[src/rtl/reg_arb_pkg.sv]
// Shared definitions for the register-bank write arbiter: FSM state
// encoding and default bank/requester geometry.
package reg_arb_pkg;

    typedef enum logic [1:0] {
        IDLE  = 2'd0,
        WRITE = 2'd1,
        ACK   = 2'd2
    } state_e;

    localparam int DEF_WIDTH  = 6;
    localparam int DEF_NREQ   = 4;
    localparam int DEF_NREG   = 8;
    localparam int DEF_ADDR_W = 3;

endpackage

[src/rtl/rr_pick.sv]
// Combinational round-robin picker: returns the first set request found
// when scanning upward from rr_ptr, wrapping at NREQ.
module rr_pick
    import reg_arb_pkg::*;
#(
    parameter int NREQ  = DEF_NREQ,
    parameter int PTR_W = $clog2(NREQ)
) (
    input  logic [NREQ-1:0]  req,
    input  logic [PTR_W-1:0] rr_ptr,
    output logic [PTR_W-1:0] winner,
    output logic             any_req
);

    // Scan from the farthest offset down so the nearest request to rr_ptr wins.
    always_comb begin
        // NOTE: combinational outputs get a default before any conditional
        // assignment so no path leaves them unassigned (which would infer a latch).
        winner  = '0;
        any_req = 1'b0;
        for (int i = NREQ - 1; i >= 0; i--) begin
            if (req[(int'(rr_ptr) + i) % NREQ]) begin
                winner  = PTR_W'((int'(rr_ptr) + i) % NREQ);
                any_req = 1'b1;
            end
        end
    end

endmodule

[src/rtl/reg_write_arbiter.sv]
// Round-robin write arbiter sharing one register bank among NREQ
// requesters. One transaction is IDLE (grant) -> WRITE (enable pulse)
// -> ACK (acknowledge pulse); every output is a flop.
module reg_write_arbiter
    import reg_arb_pkg::*;
#(
    parameter int WIDTH  = DEF_WIDTH,
    parameter int NREQ   = DEF_NREQ,
    parameter int NREG   = DEF_NREG,
    parameter int ADDR_W = DEF_ADDR_W
) (
    input  logic                   clk,
    input  logic                   rst_n,
    input  logic [NREQ-1:0]        req,
    input  logic [NREQ*ADDR_W-1:0] addr,
    input  logic [NREQ*WIDTH-1:0]  data,
    output logic [NREQ-1:0]        ack,
    output logic                   err,
    output logic [WIDTH-1:0]       reg_in,
    output logic [NREG-1:0]        reg_enable,
    output logic                   busy
);

    localparam int PTR_W = $clog2(NREQ);
    localparam logic [ADDR_W:0] NREG_L = (ADDR_W + 1)'(NREG);

    state_e            state_q, state_d;
    logic [PTR_W-1:0]  rr_ptr_q, rr_ptr_d;
    logic [PTR_W-1:0]  win_q, win_d;
    logic              err_pend_q, err_pend_d;
    logic [NREQ-1:0]   ack_q, ack_d;
    logic              err_q, err_d;
    logic [WIDTH-1:0]  reg_in_q, reg_in_d;
    logic [NREG-1:0]   reg_enable_q, reg_enable_d;
    logic              busy_q, busy_d;

    logic [PTR_W-1:0]  pick;
    logic              any_req;
    logic [ADDR_W-1:0] pick_addr;
    logic [WIDTH-1:0]  pick_data;

    rr_pick #(
        .NREQ  (NREQ),
        .PTR_W (PTR_W)
    ) u_rr_pick (
        .req     (req),
        .rr_ptr  (rr_ptr_q),
        .winner  (pick),
        .any_req (any_req)
    );

    assign pick_addr = addr[pick*ADDR_W +: ADDR_W];
    assign pick_data = data[pick*WIDTH +: WIDTH];

    // Next-state logic: outputs are computed one state early so the flops
    // present them exactly during the WRITE and ACK cycles.
    always_comb begin
        state_d      = state_q;
        rr_ptr_d     = rr_ptr_q;
        win_d        = win_q;
        err_pend_d   = err_pend_q;
        reg_in_d     = reg_in_q;
        ack_d        = '0;
        err_d        = 1'b0;
        reg_enable_d = '0;
        case (state_q)
            IDLE: begin
                if (any_req) begin
                    win_d    = pick;
                    reg_in_d = pick_data;
                    if ({1'b0, pick_addr} < NREG_L) begin
                        reg_enable_d[pick_addr] = 1'b1;
                        err_pend_d              = 1'b0;
                    end else begin
                        err_pend_d = 1'b1;
                    end
                    state_d = WRITE;
                end
            end
            WRITE: begin
                ack_d[win_q] = 1'b1;
                err_d        = err_pend_q;
                rr_ptr_d     = (win_q == PTR_W'(NREQ - 1)) ? '0 : win_q + 1'b1;
                state_d      = ACK;
            end
            ACK: begin
                state_d = IDLE;
            end
            default: begin
                state_d = IDLE;
            end
        endcase
        busy_d = (state_d != IDLE);
    end

    // State, pointer, latches and output flops; reset clears everything asynchronously.
    always_ff @(posedge clk or negedge rst_n) begin
        if (!rst_n) begin
            state_q      <= IDLE;
            rr_ptr_q     <= '0;
            win_q        <= '0;
            err_pend_q   <= 1'b0;
            ack_q        <= '0;
            err_q        <= 1'b0;
            reg_in_q     <= '0;
            reg_enable_q <= '0;
            busy_q       <= 1'b0;
        end else begin
            // NOTE: non-blocking assignments so every flop samples pre-edge values.
            state_q      <= state_d;
            rr_ptr_q     <= rr_ptr_d;
            win_q        <= win_d;
            err_pend_q   <= err_pend_d;
            ack_q        <= ack_d;
            err_q        <= err_d;
            reg_in_q     <= reg_in_d;
            reg_enable_q <= reg_enable_d;
            busy_q       <= busy_d;
        end
    end

    assign ack        = ack_q;
    assign err        = err_q;
    assign reg_in     = reg_in_q;
    assign reg_enable = reg_enable_q;
    assign busy       = busy_q;

endmodule

[config.mk]
export PLATFORM = sky130hd
export DESIGN_NAME = reg_write_arbiter
export DESIGN_NICKNAME = d
export VERILOG_FILES = /design/src/rtl/reg_arb_pkg.sv /design/src/rtl/rr_pick.sv /design/src/rtl/reg_write_arbiter.sv
export SDC_FILE = /design/constraint.sdc
export NUM_CORES = 1
export LEC_CHECK = 0
export ABC_CLOCK_PERIOD_IN_PS = 2700
export BUFFER_PORTS_ARGS = -buffer_cell sky130_fd_sc_hd__buf_2
export CORE_MARGIN = 5
export CORE_UTILIZATION = 45
export CTS_CLUSTER_DIAMETER = 120
export DETAILED_ROUTE_END_ITERATION = 8
export HOLD_SLACK_MARGIN = 0.15
export PLACE_DENSITY = 0.81
export SLEW_MARGIN = 10
export SYNTH_ARGS = -nofsm -noshare
export SYNTH_HDL_FRONTEND = slang
export SYNTH_SLANG_ARGS = --single-unit
[constraint.sdc]
create_clock -name clk -period 2.7 [get_ports clk]
set_input_delay 0.54 -clock clk [delete_from_list [all_inputs] [get_ports clk]]
set_output_delay 0.54 -clock clk [all_outputs]
set_load 0.02 [all_outputs]
==> tab_implementation.tex, run 1 <==
\begin{tabular}{lr}
\hline
Metric & Value \\
\hline
\multicolumn{2}{l}{\textbf{Timing}} \\
\quad F\_max & 435 MHz \\
\quad Final clock period utilization by the worst path & 85.2\% \\
\quad Minimum hold slack & 0.178 ns \\
\quad Number of hold violations in the final report & 0 \\
\quad Worst slew margin & 65.5\% \\
\quad Final critical-path required period & 2.30 ns \\
\quad Total negative slack for setup checks & 0 ns \\
\quad Total of endpoints with negative setup slack in the final report & 0 \\
\quad Number of max-slew violations in the final report & 0 \\
\quad Slew of the pin with the lowest slew margin & 0.517 ns \\
\quad RSZ-0062 raised after global routing & no \\
\quad Setup skew after layout & 0.00715 ns \\
\quad Final Worst Setup Slack & 0.400 ns \\
\multicolumn{2}{l}{\textbf{Worst setup path}} \\
\quad Worst setup slack for register-to-register paths & 0.40 ns \\
\quad Worst Reg-to-Reg Cells & 6 \\
\quad R2R Path End & reg\_enable[1]\$\_DFF\_PN0\_ \\
\quad Cell type of the slowest stage on the worst timing path & sky130\_fd\_sc\_hd\_\_mux4\_2 \\
\quad Critical path required time & 2.91 ns \\
\quad Type of destination of the critical path & flop \\
\quad Highest net fanout along the worst path & 8 \\
\quad Worst setup path category & reg -> reg \\
\quad Buffers \& Inverters on Critical Path & 1 \\
\quad Startpoint of the lowest-slack register-to-register path & rr\_ptr\_q[1]\$\_DFFE\_PN0P\_ \\
\quad CP max stage delay & 0.57 ns \\
\quad Ordered list of cells on the worst path & mux2i\_1 -> nor2\_1 -> a311oi\_4 -> buf\_4 -> mux4\_2 -> nor4b\_1 \\
\quad Crit path DAT & 2.52 ns \\
\quad Type of origin of the critical path & flop \\
\quad Kind of cell with the highest combined delay on the critical path & multiplexers \\
\multicolumn{2}{l}{\textbf{Route}} \\
\quad Detailed-route via count & 1018 \\
\quad \# DRC & 0 \\
\quad Iteration-0 DRC Markers & 19 \\
\quad Routed via count divided by cell count & 5.22 \\
\quad Total Wirelength & 2760 µm \\
\quad Wire length per cell after detailed routing & 14.2 µm \\
\quad Antenna Violating Nets Remaining & 0 \\
\quad First-pass iteration count of the detailed router & 4 \\
\multicolumn{2}{l}{\textbf{Pwr}} \\
\quad Internal power & 900 µW \\
\quad Switching power as a share of total power & 42.0\% \\
\quad Sw power & 652 µW \\
\quad Part of the power in registers & 37.5\% \\
\quad Leakage power summed over all cells & 0.864 nW \\
\quad Part of the total power dissipated in combinational logic & 52.0\% \\
\quad Share of power burned in the clock network & 10.5\% \\
\quad Pwr dens & 968 mW/mm² \\
\quad VDD IR max & 0.580 mV \\
\multicolumn{2}{l}{\textbf{Logic synthesis}} \\
\quad Asr flop ratio synth & 100\% \\
\quad XOR/XNOR Fraction of Synth Area & 0\% \\
\quad Compound-cell area share of the yosys netlist & 10.5\% \\
\quad Synthesized area per cell & 12.3 µm² \\
\quad Total standard cell area after synthesis & 0.00123 mm² \\
\quad EDFF count, synth & 0 \\
\quad Sequential cell area fraction in the yosys report & 50.8\% \\
\quad Synthesized net count & 146 \\
\quad Combinational family with the most area after synthesis & multiplexers \\
\quad Number of unique standard cell types used by synthesis & 26 \\
\quad Number of warnings reported in the yosys synthesis log & 0 \\
\quad Gate count of the mapped netlist & 100 \\
\quad Synthesized flop and latch total & 25 \\
\quad Commonest register cell after synthesis & sky130\_fd\_sc\_hd\_\_dfrtp\_1 \\
\quad Adder-cell share of the synthesized area & 4.07\% \\
\quad Simple-gate share of the synthesized area & 13.9\% \\
\quad Multiplexer fraction of the synthesized cell area & 17.3\% \\
\multicolumn{2}{l}{\textbf{Floorplanning}} \\
\quad Horiz. Die Dim & 62.3 µm \\
\quad Die Outline Area & 0.00388 mm² \\
\quad Num rows & 19 \\
\quad Core area & 0.00269 mm² \\
\quad Initial core utilization & 45.8\% \\
\quad Die Height & 62.3 µm \\
\quad Number of placed I/O pins & 62 \\
\multicolumn{2}{l}{\textbf{Place}} \\
\quad Placed standard-cell area & 0.00158 mm² \\
\quad Placer's final routability congestion estimate & 0.803 \\
\quad Placement-stage worst setup slack & 0.255 ns \\
\quad Placed wire-length estimate after detailed placement & 2260 µm \\
\quad Number of port buffers & 60 \\
\multicolumn{2}{l}{\textbf{Clock network}} \\
\quad CTS tree & built \\
\quad Maximum root-to-sink buffer count & 2 \\
\quad Clock transition at the registers of the reported paths & 0.14 ns \\
\quad Count of clock tree sinks & 25 \\
\quad Post-cts resize count & 0 \\
\quad CTS H-tree depth & 1 \\
\quad Number of buffers created by CTS & 3 \\
\quad Cts hold-fix bufs & 0 \\
\quad Setup Buffers After CTS & 0 \\
\quad Root buffer selected by CTS & sky130\_fd\_sc\_hd\_\_clkbuf\_4 \\
\quad Worst-Skew Late Latency & 0.31 ns \\
\multicolumn{2}{l}{\textbf{Status}} \\
\quad Run status & finished, final reports clean \\
\multicolumn{2}{l}{\textbf{Cells and area}} \\
\quad Nets & 211 \\
\quad \# diodes & 0 \\
\quad Fraction of layout instances using a drive strength above 1 & 44.5\% \\
\quad Final Cell Area & 0.00160 mm² \\
\quad Area delta synth->final & 30.3\% \\
\multicolumn{2}{l}{\textbf{Global routing}} \\
\quad Wire length of the first global-routing pass & 4570 µm \\
\quad Total congestion overflow & 0 \\
\quad Antenna violations before repair & 0 \\
\quad Largest net degree at the start of global routing & 26 \\
\quad Global-route usage over all layers & 14.3\% \\
\quad Number of global-route vias before repair & 1077 \\
\multicolumn{2}{l}{\textbf{Hold path}} \\
\quad Class of the tightest hold or removal check & in -> async \\
\multicolumn{2}{l}{\textbf{Job}} \\
\quad Reported max-cap violation count & 0 \\
\hline
\end{tabular}
## flip-flops by register name, summed over array words and instances (netlist names)
register	cells
win_q	2
state_q	2
busy	1
rr_ptr_q	2
reg_enable	8
reg_in	6
ack	4
## metal layers
| metal | wire [µm] | part of all wire, % | GRT usage, % | up-vias |
|---|---|---|---|---|
| li1 | - | - | - | 493 |
| met1 | 1030 | 37 | 15.1 | 479 |
| met2 | 1450 | 53 | 26.0 | 42 |
| met3 | 233 | 8.4 | 3.96 | 4 |
| met4 | 43 | 1.6 | 6.37 | 0 |
| met5 | 0 | 0 | 0 | - |
## synthesized netlist by cell type (2+ instances only)
library cell	instances	area, µm²
sky130_fd_sc_hd__mux4_2	2	45.0
sky130_fd_sc_hd__nor4_1	2	12.5
sky130_fd_sc_hd__inv_1	6	22.5
sky130_fd_sc_hd__nor2_1	3	11.3
sky130_fd_sc_hd__nor4b_1	3	26.3
sky130_fd_sc_hd__nand2_1	9	33.8
sky130_fd_sc_hd__dfrtp_1	25	626
sky130_fd_sc_hd__nand2b_1	2	12.5
sky130_fd_sc_hd__and2_1	4	25.0
sky130_fd_sc_hd__o21ai_0	4	20.0
sky130_fd_sc_hd__and4bb_2	2	25.0
sky130_fd_sc_hd__a21oi_1	4	20.0
sky130_fd_sc_hd__ha_1	4	50.1
sky130_fd_sc_hd__o221ai_1	6	52.6
sky130_fd_sc_hd__mux2i_1	13	130
## power by group through the flow
stage          registers [mW]  clock network (mW)  logic, mW
4_1_cts                 0.582               0.166      0.814
6_report                0.582               0.163      0.807
2_1_floorplan           0.701                   0      0.435
3_3_place_gp            0.586                   0      0.778
5_1_grt                 0.600               0.190      0.881
3_5_place_dp            0.587                   0      0.816
## per-stage QoR
| stage | power (mW) | utilization (%) | instances |
|---|---|---|---|
| after floorplan | 1.14 | - | 100 |
| after global placement | 1.36 | 58.7 | 191 |
| after detailed placement | 1.40 | 58.7 | 191 |
| after CTS | 1.56 | 59.7 | 195 |
| after global routing | 1.67 | 59.7 | 195 |
| final | 1.55 | 59.7 | 195 |
## cell usage in the layout, fill, tap and decap left out, types with 2 or more instances in the layout
| cell | n |
|---|---|
| sky130_fd_sc_hd__buf_2 | 60 |
| sky130_fd_sc_hd__dfrtp_1 | 25 |
| sky130_fd_sc_hd__mux2i_1 | 13 |
| sky130_fd_sc_hd__nand2_1 | 9 |
| sky130_fd_sc_hd__inv_1 | 6 |
| sky130_fd_sc_hd__o221ai_1 | 6 |
| sky130_fd_sc_hd__a21oi_1 | 4 |
| sky130_fd_sc_hd__o21ai_0 | 4 |
| sky130_fd_sc_hd__and2_1 | 4 |
| sky130_fd_sc_hd__ha_1 | 4 |
| sky130_fd_sc_hd__nor2_1 | 3 |
| sky130_fd_sc_hd__nor4b_1 | 3 |
| sky130_fd_sc_hd__clkbuf_4 | 3 |
| sky130_fd_sc_hd__buf_4 | 3 |
| sky130_fd_sc_hd__nand2b_1 | 2 |
| sky130_fd_sc_hd__nor4_1 | 2 |
| sky130_fd_sc_hd__mux4_2 | 2 |
| sky130_fd_sc_hd__and4bb_2 | 2 |
## cell type report
| class | count | area, µm² |
|---|---|---|
| clock buffer | 3 | 22.5 |
| clock inverter | 1 | 5.00 |
| fill | 241 | 1080 |
| inverter | 6 | 22.5 |
| multi-input combinational | 66 | 567 |
| sequential | 25 | 626 |
| tap | 31 | 38.8 |
| timing repair buffer | 63 | 323 |
## worst max-delay path by stage
stage,slack (ns),startpoint,cells after the start,to
finish,0.40,rr_ptr_q[1]$_DFFE_PN0P_,6,reg_enable[1]$_DFF_PN0_
global route,0.14,rr_ptr_q[1]$_DFFE_PN0P_,6,reg_enable[1]$_DFF_PN0_
CTS,0.39,rr_ptr_q[1]$_DFFE_PN0P_,6,reg_enable[1]$_DFF_PN0_
detailed placement,0.26,req[0],7,reg_enable[1]$_DFF_PN0_
global placement,0.33,req[0],7,reg_enable[1]$_DFF_PN0_
floorplan,0.42,req[2],5,reg_enable[2]$_DFF_PN0_
## kinds of logic (layout without fill, tap and decap cells)
logic type | Yosys count | count (layout)
muxes | 17 | 17
buffers and inverters | 9 | 73
DFF | 25 | 25
other | 1 | 1
AOI/OAI and AO/OA | 16 | 16
adders and majority gates | 4 | 4
and+or+nand+nor | 28 | 28
Power figures use the tool's default switching activity.
==> run 2, diff against run 1 <==
Settings changed: CORE_UTILIZATION 45 to 25, CTS_CLUSTER_SIZE set to 14, PLACE_DENSITY 0.81 to 0.51.
==> run 2 against run 1 <==
Effect of this change:
- worst setup slack lost 0.14 ns
- global-route usage shrank 3.8 points
- cell count grew 18%
- non-clock buffer count is the same
- core utilization shrank 25 points
- sequential power grew 0.9%
- critical path depth shrank 1
- largest cell class unchanged
- largest power group unchanged
- highest routed layer unchanged
==> tab_implementation.tex, run 2 (synthesized netlist as in run 1, its figures left out) <==
\begin{tabular}{lr}
\hline
Metric & Value \\
\hline
\multicolumn{2}{l}{\textbf{Global routing}} \\
\quad Largest net degree at the start of global routing & 26 \\
\quad Number of global-route vias before repair & 1088 \\
\quad Antenna violations before repair & 0 \\
\quad Wire length of the first global-routing pass & 5130 µm \\
\quad Met2 global-route usage & 17.5\% \\
\quad Met3 Use GR & 1.57\% \\
\quad M1 GR Usage & 13.2\% \\
\quad Global-route usage over all layers & 10.4\% \\
\quad Busiest metal layer after global routing & met2 \\
\quad Total congestion overflow & 0 \\
\multicolumn{2}{l}{\textbf{Timing}} \\
\quad Worst slew margin & 62.6\% \\
\quad Slew of the pin with the lowest slew margin & 0.561 ns \\
\quad Setup skew after layout & 0.0102 ns \\
\quad Total negative slack for setup checks & 0 ns \\
\quad F\_max & 410 MHz \\
\quad Number of max-slew violations in the final report & 0 \\
\quad RSZ-0062 raised after global routing & no \\
\quad Final clock period utilization by the worst path & 90.4\% \\
\quad Number of hold violations in the final report & 0 \\
\quad Final critical-path required period & 2.44 ns \\
\quad Total of endpoints with negative setup slack in the final report & 0 \\
\multicolumn{2}{l}{\textbf{Place}} \\
\quad Placer's final routability congestion estimate & 0.777 \\
\quad Total placed cells including tap cells & 227 \\
\quad Placed wire-length estimate after detailed placement & 2600 µm \\
\quad Number of port buffers & 60 \\
\multicolumn{2}{l}{\textbf{Worst setup path}} \\
\quad Cell type of the slowest stage on the worst timing path & sky130\_fd\_sc\_hd\_\_mux4\_1 \\
\quad Ordered list of cells on the worst path & mux2i\_1 -> nor2\_1 -> a311oi\_4 -> mux4\_1 -> nor4b\_1 \\
\quad R2R Path End & reg\_enable[4]\$\_DFF\_PN0\_ \\
\quad Worst Reg-to-Reg Cells & 5 \\
\quad Cell count along the critical path & 5 \\
\quad Worst setup path category & reg -> reg \\
\quad Critical path required time & 2.86 ns \\
\quad Type of origin of the critical path & flop \\
\quad Worst setup slack for register-to-register paths & 0.26 ns \\
\quad Kind of cell with the highest combined delay on the critical path & multiplexers \\
\quad CP max stage delay & 0.74 ns \\
\quad Crit path DAT & 2.60 ns \\
\quad Buffers \& Inverters on Critical Path & 0 \\
\quad Type of destination of the critical path & flop \\
\quad Highest net fanout along the worst path & 8 \\
\quad Startpoint of the lowest-slack register-to-register path & rr\_ptr\_q[1]\$\_DFFE\_PN0P\_ \\
\multicolumn{2}{l}{\textbf{Clock network}} \\
\quad Number of buffers created by CTS & 3 \\
\quad Root buffer selected by CTS & sky130\_fd\_sc\_hd\_\_clkbuf\_8 \\
\quad CTS H-tree depth & 1 \\
\quad Maximum root-to-sink buffer count & 2 \\
\quad CTS tree & built \\
\quad Worst-Skew Late Latency & 0.27 ns \\
\quad Count of clock tree sinks & 25 \\
\quad Cts hold-fix bufs & 0 \\
\quad Clock transition at the registers of the reported paths & 0.09 ns \\
\quad Post-cts resize count & 0 \\
\quad Setup Buffers After CTS & 0 \\
\multicolumn{2}{l}{\textbf{Route}} \\
\quad \# DRC & 0 \\
\quad Total Wirelength & 3340 µm \\
\quad First-pass iteration count of the detailed router & 4 \\
\quad Iteration-0 DRC Markers & 63 \\
\quad Wire length per cell after detailed routing & 14.5 µm \\
\quad Routed via count divided by cell count & 4.51 \\
\quad Detailed-route via count & 1041 \\
\quad Antenna Violating Nets Remaining & 0 \\
\multicolumn{2}{l}{\textbf{Cells and area}} \\
\quad Area delta synth->final & 35.4\% \\
\quad Area of the multi-input gates & 567 µm² \\
\quad Nets & 211 \\
\quad Fraction of layout instances using a drive strength above 1 & 43.9\% \\
\quad Number of standard cells in the layout, taps in and fillers out & 231 \\
\quad \# diodes & 0 \\
\quad FF+latch area & 626 µm² \\
\quad Most frequent cells in the layout & sky130\_fd\_sc\_hd\_\_buf\_2 (60), sky130\_fd\_sc\_hd\_\_dfrtp\_1 (25), sky130\_fd\_sc\_hd\_\_mux2i\_1 (13) \\
\quad Most common cell after layout, fill and taps aside & sky130\_fd\_sc\_hd\_\_buf\_2 \\
\quad Number of filler cells placed in the layout & 507 \\
\quad Max reg flops & 8 \\
\multicolumn{2}{l}{\textbf{Job}} \\
\quad Reported max-cap violation count & 0 \\
\multicolumn{2}{l}{\textbf{Floorplanning}} \\
\quad Die Outline Area & 0.00643 mm² \\
\quad Die Height & 80.2 µm \\
\quad Core area & 0.00475 mm² \\
\quad Number of placed I/O pins & 62 \\
\quad Initial core utilization & 25.9\% \\
\quad Num rows & 25 \\
\quad Horiz. Die Dim & 80.2 µm \\
\multicolumn{2}{l}{\textbf{Pwr}} \\
\quad Leakage power summed over all cells & 0.869 nW \\
\quad Pwr dens & 974 mW/mm² \\
\quad VDD IR max & 0.316 mV \\
\multicolumn{2}{l}{\textbf{Status}} \\
\quad Run status & finished, final reports clean \\
\multicolumn{2}{l}{\textbf{Hold path}} \\
\quad Class of the tightest hold or removal check & in -> async \\
\hline
\end{tabular}
==> run 2: cell count changes in the layout (fill, tap and decap cells not counted) <==
cell                       previous run  this run
sky130_fd_sc_hd__clkbuf_1             0         1
sky130_fd_sc_hd__clkbuf_4             3         0
sky130_fd_sc_hd__clkbuf_8             0         3
sky130_fd_sc_hd__clkinv_2             1         0
==> run 2: layer usage <==
| metal | vias up | part of all wire, % |
|---|---|---|
| met1 | 498 | 41 |
| met3 | 4 | 6.5 |
| met2 | 47 | 51 |
| met4 | 0 | 1.7 |
| met5 | - | 0 |
| li1 | 492 | - |
==> run 2: how the worst max path moves through the flow <==
stage / startpoint / slack [ns] / to
after floorplan: req[2] / 0.42 / reg_enable[2]$_DFF_PN0_
after global placement: req[0] / 0.27 / reg_enable[4]$_DFF_PN0_
after CTS: rr_ptr_q[1]$_DFFE_PN0P_ / 0.26 / reg_enable[4]$_DFF_PN0_
final: rr_ptr_q[1]$_DFFE_PN0P_ / 0.26 / reg_enable[4]$_DFF_PN0_
after global routing: rr_ptr_q[1]$_DFFE_PN0P_ / 0.03 / reg_enable[4]$_DFF_PN0_
after detailed placement: req[0] / 0.17 / reg_enable[4]$_DFF_PN0_
==> run 2: where the power goes <==
part	switching (mW)	internal, mW
Combinational	0.481	0.335
Clock	0.116	0.106
Sequential	0.0758	0.511
==> run 2: cell type report <==
| class | count | area share [%] |
|---|---|---|
| Tap cell | 67 | 5.03 |
| Clock buffer | 4 | 2.70 |
| Multi-Input combinational cell | 66 | 34.0 |
| Sequential cell | 25 | 37.5 |
| Timing Repair Buffer | 63 | 19.4 |
| Inverter | 6 | 1.35 |
==> run 2: worst register-to-register path: stages, from the launching register on <==
cell and delay, ns:
sky130_fd_sc_hd__dfrtp_1 0.49, sky130_fd_sc_hd__mux2i_1 0.23, sky130_fd_sc_hd__nor2_1 0.08, sky130_fd_sc_hd__a311oi_4 0.42, sky130_fd_sc_hd__mux4_1 0.74, sky130_fd_sc_hd__nor4b_1 0.36
==> run 2: through the flow <==
step / utilization, % / cell area [µm²] / power [mW] / hold WS [ns] / setup slack, ns
after floorplan: - / 1230 / 1.14 / 0.244 / 0.415
after global placement: 34.1 / 1620 / 1.39 / 0.428 / 0.273
after detailed placement: 34.1 / 1620 / 1.42 / 0.446 / 0.167
after CTS: 35.1 / 1670 / 1.65 / 0.269 / 0.258
after global routing: 35.1 / 1670 / 1.75 / 0.313 / 0.0311
final: 35.1 / 1670 / 1.62 / 0.254 / 0.260
==> run 3, diff against run 2 <==
Settings changed: CELL_PAD_IN_SITES_DETAIL_PLACEMENT set to 0, CELL_PAD_IN_SITES_GLOBAL_PLACEMENT set to 1, PLACE_DENSITY 0.51 to 0.63.
==> run 3 against run 2 <==
Effect of this change:
- critical endpoint is now reg_enable[2]$_DFF_PN0_
- sequential share of layout area stayed put
- non-clock buffer count is the same
- cell area unchanged
- core utilization is the same
==> tab_implementation.tex, run 3 (synthesized netlist as in run 1, its figures left out) <==
\begin{tabular}{lr}
\hline
Metric & Value \\
\hline
\multicolumn{2}{l}{\textbf{Floorplanning}} \\
\quad Horiz. Die Dim & 80.2 µm \\
\quad Die Outline Area & 0.00643 mm² \\
\quad Number of placed I/O pins & 62 \\
\quad Die Height & 80.2 µm \\
\quad Num rows & 25 \\
\quad Initial core utilization & 25.9\% \\
\quad Core area & 0.00475 mm² \\
\multicolumn{2}{l}{\textbf{Pwr}} \\
\quad Share of power burned in the clock network & 13.8\% \\
\quad Internal power & 951 µW \\
\quad Part of the power in registers & 36.3\% \\
\quad Switching power as a share of total power & 41.1\% \\
\quad Sw power & 664 µW \\
\quad VDD IR max & 0.285 mV \\
\quad Leakage power summed over all cells & 0.869 nW \\
\quad Part of the total power dissipated in combinational logic & 49.9\% \\
\quad Pwr dens & 969 mW/mm² \\
\multicolumn{2}{l}{\textbf{Place}} \\
\quad Placer's final routability congestion estimate & 0.790 \\
\quad Placed wire-length estimate after detailed placement & 2560 µm \\
\quad Number of port buffers & 60 \\
\multicolumn{2}{l}{\textbf{Route}} \\
\quad Total Wirelength & 3230 µm \\
\quad First-pass iteration count of the detailed router & 4 \\
\quad \# DRC & 0 \\
\quad Wire length per cell after detailed routing & 14.0 µm \\
\quad Routed via count divided by cell count & 4.48 \\
\quad Detailed-route via count & 1035 \\
\quad Antenna Violating Nets Remaining & 0 \\
\quad Iteration-0 DRC Markers & 57 \\
\multicolumn{2}{l}{\textbf{Clock network}} \\
\quad Count of clock tree sinks & 25 \\
\quad Post-cts resize count & 0 \\
\quad Cts hold-fix bufs & 0 \\
\quad Worst-Skew Late Latency & 0.27 ns \\
\quad CTS tree & built \\
\quad Root buffer selected by CTS & sky130\_fd\_sc\_hd\_\_clkbuf\_8 \\
\quad Clock transition at the registers of the reported paths & 0.09 ns \\
\quad Maximum root-to-sink buffer count & 2 \\
\quad Number of buffers created by CTS & 3 \\
\quad CTS H-tree depth & 1 \\
\quad Setup Buffers After CTS & 0 \\
\multicolumn{2}{l}{\textbf{Worst setup path}} \\
\quad Worst Reg-to-Reg Cells & 5 \\
\quad Worst setup slack for register-to-register paths & 0.21 ns \\
\quad Startpoint of the lowest-slack register-to-register path & rr\_ptr\_q[1]\$\_DFFE\_PN0P\_ \\
\quad R2R Path End & reg\_enable[2]\$\_DFF\_PN0\_ \\
\quad Crit path DAT & 2.65 ns \\
\quad Critical path required time & 2.86 ns \\
\quad Type of destination of the critical path & flop \\
\quad Worst setup path category & reg -> reg \\
\quad Type of origin of the critical path & flop \\
\quad Highest net fanout along the worst path & 8 \\
\multicolumn{2}{l}{\textbf{Global routing}} \\
\quad Wire length of the first global-routing pass & 5490 µm \\
\quad Total congestion overflow & 0 \\
\quad Number of global-route vias before repair & 1146 \\
\quad Global-route usage over all layers & 10.9\% \\
\quad Antenna violations before repair & 0 \\
\quad Largest net degree at the start of global routing & 26 \\
\multicolumn{2}{l}{\textbf{Timing}} \\
\quad Number of max-slew violations in the final report & 0 \\
\quad Total of endpoints with negative setup slack in the final report & 0 \\
\quad Total negative slack for setup checks & 0 ns \\
\quad Setup skew after layout & 0.00290 ns \\
\quad Slew of the pin with the lowest slew margin & 0.571 ns \\
\quad Final clock period utilization by the worst path & 92.2\% \\
\quad Worst slew margin & 62.0\% \\
\quad Number of hold violations in the final report & 0 \\
\quad RSZ-0062 raised after global routing & no \\
\quad Final critical-path required period & 2.49 ns \\
\quad Minimum hold slack & 0.259 ns \\
\quad F\_max & 402 MHz \\
\multicolumn{2}{l}{\textbf{Cells and area}} \\
\quad Nets & 211 \\
\quad Fraction of layout instances using a drive strength above 1 & 43.9\% \\
\quad \# diodes & 0 \\
\quad Area delta synth->final & 35.4\% \\
\quad Most common cell after layout, fill and taps aside & sky130\_fd\_sc\_hd\_\_buf\_2 \\
\quad Max reg flops & 8 \\
\quad Most frequent cells in the layout & sky130\_fd\_sc\_hd\_\_buf\_2 (60), sky130\_fd\_sc\_hd\_\_dfrtp\_1 (25), sky130\_fd\_sc\_hd\_\_mux2i\_1 (13) \\
\multicolumn{2}{l}{\textbf{Status}} \\
\quad Run status & finished, final reports clean \\
\multicolumn{2}{l}{\textbf{Hold path}} \\
\quad Class of the tightest hold or removal check & in -> async \\
\multicolumn{2}{l}{\textbf{Job}} \\
\quad Reported max-cap violation count & 0 \\
\hline
\end{tabular}
## run 3: metrics by stage
stage               power [mW]  setup WS [ns]  cell area [µm²]  util, %  std cells
floorplan                 1.14          0.415             1230        -        100
finish                    1.61          0.210             1670     35.1        231
detailed placement        1.42         0.0729             1620     34.1        227
CTS                       1.65          0.186             1670     35.1        231
global route              1.76         0.0255             1670     35.1        231
global placement          1.39          0.221             1620     34.1        227
## run 3: cell type report
cell class / count / area, µm²
fillers: 518 / 3090
multi-input cells: 66 / 567
clock buffers: 4 / 45.0
repair buffers: 63 / 323
flip-flops and latches: 25 / 626
well taps: 67 / 83.8
inverters: 6 / 22.5
## run 3: metal layers
layer / wire, µm / track usage (%) / up-vias
met4: 62 / 4.90 / 0
met1: 1260 / 12.6 / 500
met2: 1720 / 19.5 / 37
li1: - / - / 492
met5: 0 / 0 / -
met3: 185 / 1.68 / 6
## run 3: power groups by stage
stage	sequential, mW	combinational (mW)	clock (mW)
after floorplan	0.701	0.435	0
after global placement	0.588	0.803	0
after detailed placement	0.594	0.828	0
after CTS	0.587	0.829	0.235
after global routing	0.603	0.906	0.249
final	0.586	0.805	0.223
## run 3: how the worst max path moves through the flow
stage | start | to | slack [ns] | cells after the start
6_report | rr_ptr_q[1]$_DFFE_PN0P_ | reg_enable[2]$_DFF_PN0_ | 0.21 | 5
5_1_grt | rr_ptr_q[1]$_DFFE_PN0P_ | reg_enable[2]$_DFF_PN0_ | 0.03 | 5
4_1_cts | rr_ptr_q[1]$_DFFE_PN0P_ | reg_enable[4]$_DFF_PN0_ | 0.19 | 5
3_5_place_dp | req[0] | reg_enable[4]$_DFF_PN0_ | 0.07 | 6
3_3_place_gp | req[0] | reg_enable[4]$_DFF_PN0_ | 0.22 | 6
2_1_floorplan | req[2] | reg_enable[2]$_DFF_PN0_ | 0.42 | 5
## run 3: critical path, cell delays in order, from the launching register on
cell and delay [ns]:
sky130_fd_sc_hd__dfrtp_1 0.49, sky130_fd_sc_hd__mux2i_1 0.24, sky130_fd_sc_hd__nor2_1 0.09, sky130_fd_sc_hd__a311oi_4 0.47
sky130_fd_sc_hd__mux4_1 0.74, sky130_fd_sc_hd__nor4b_1 0.36
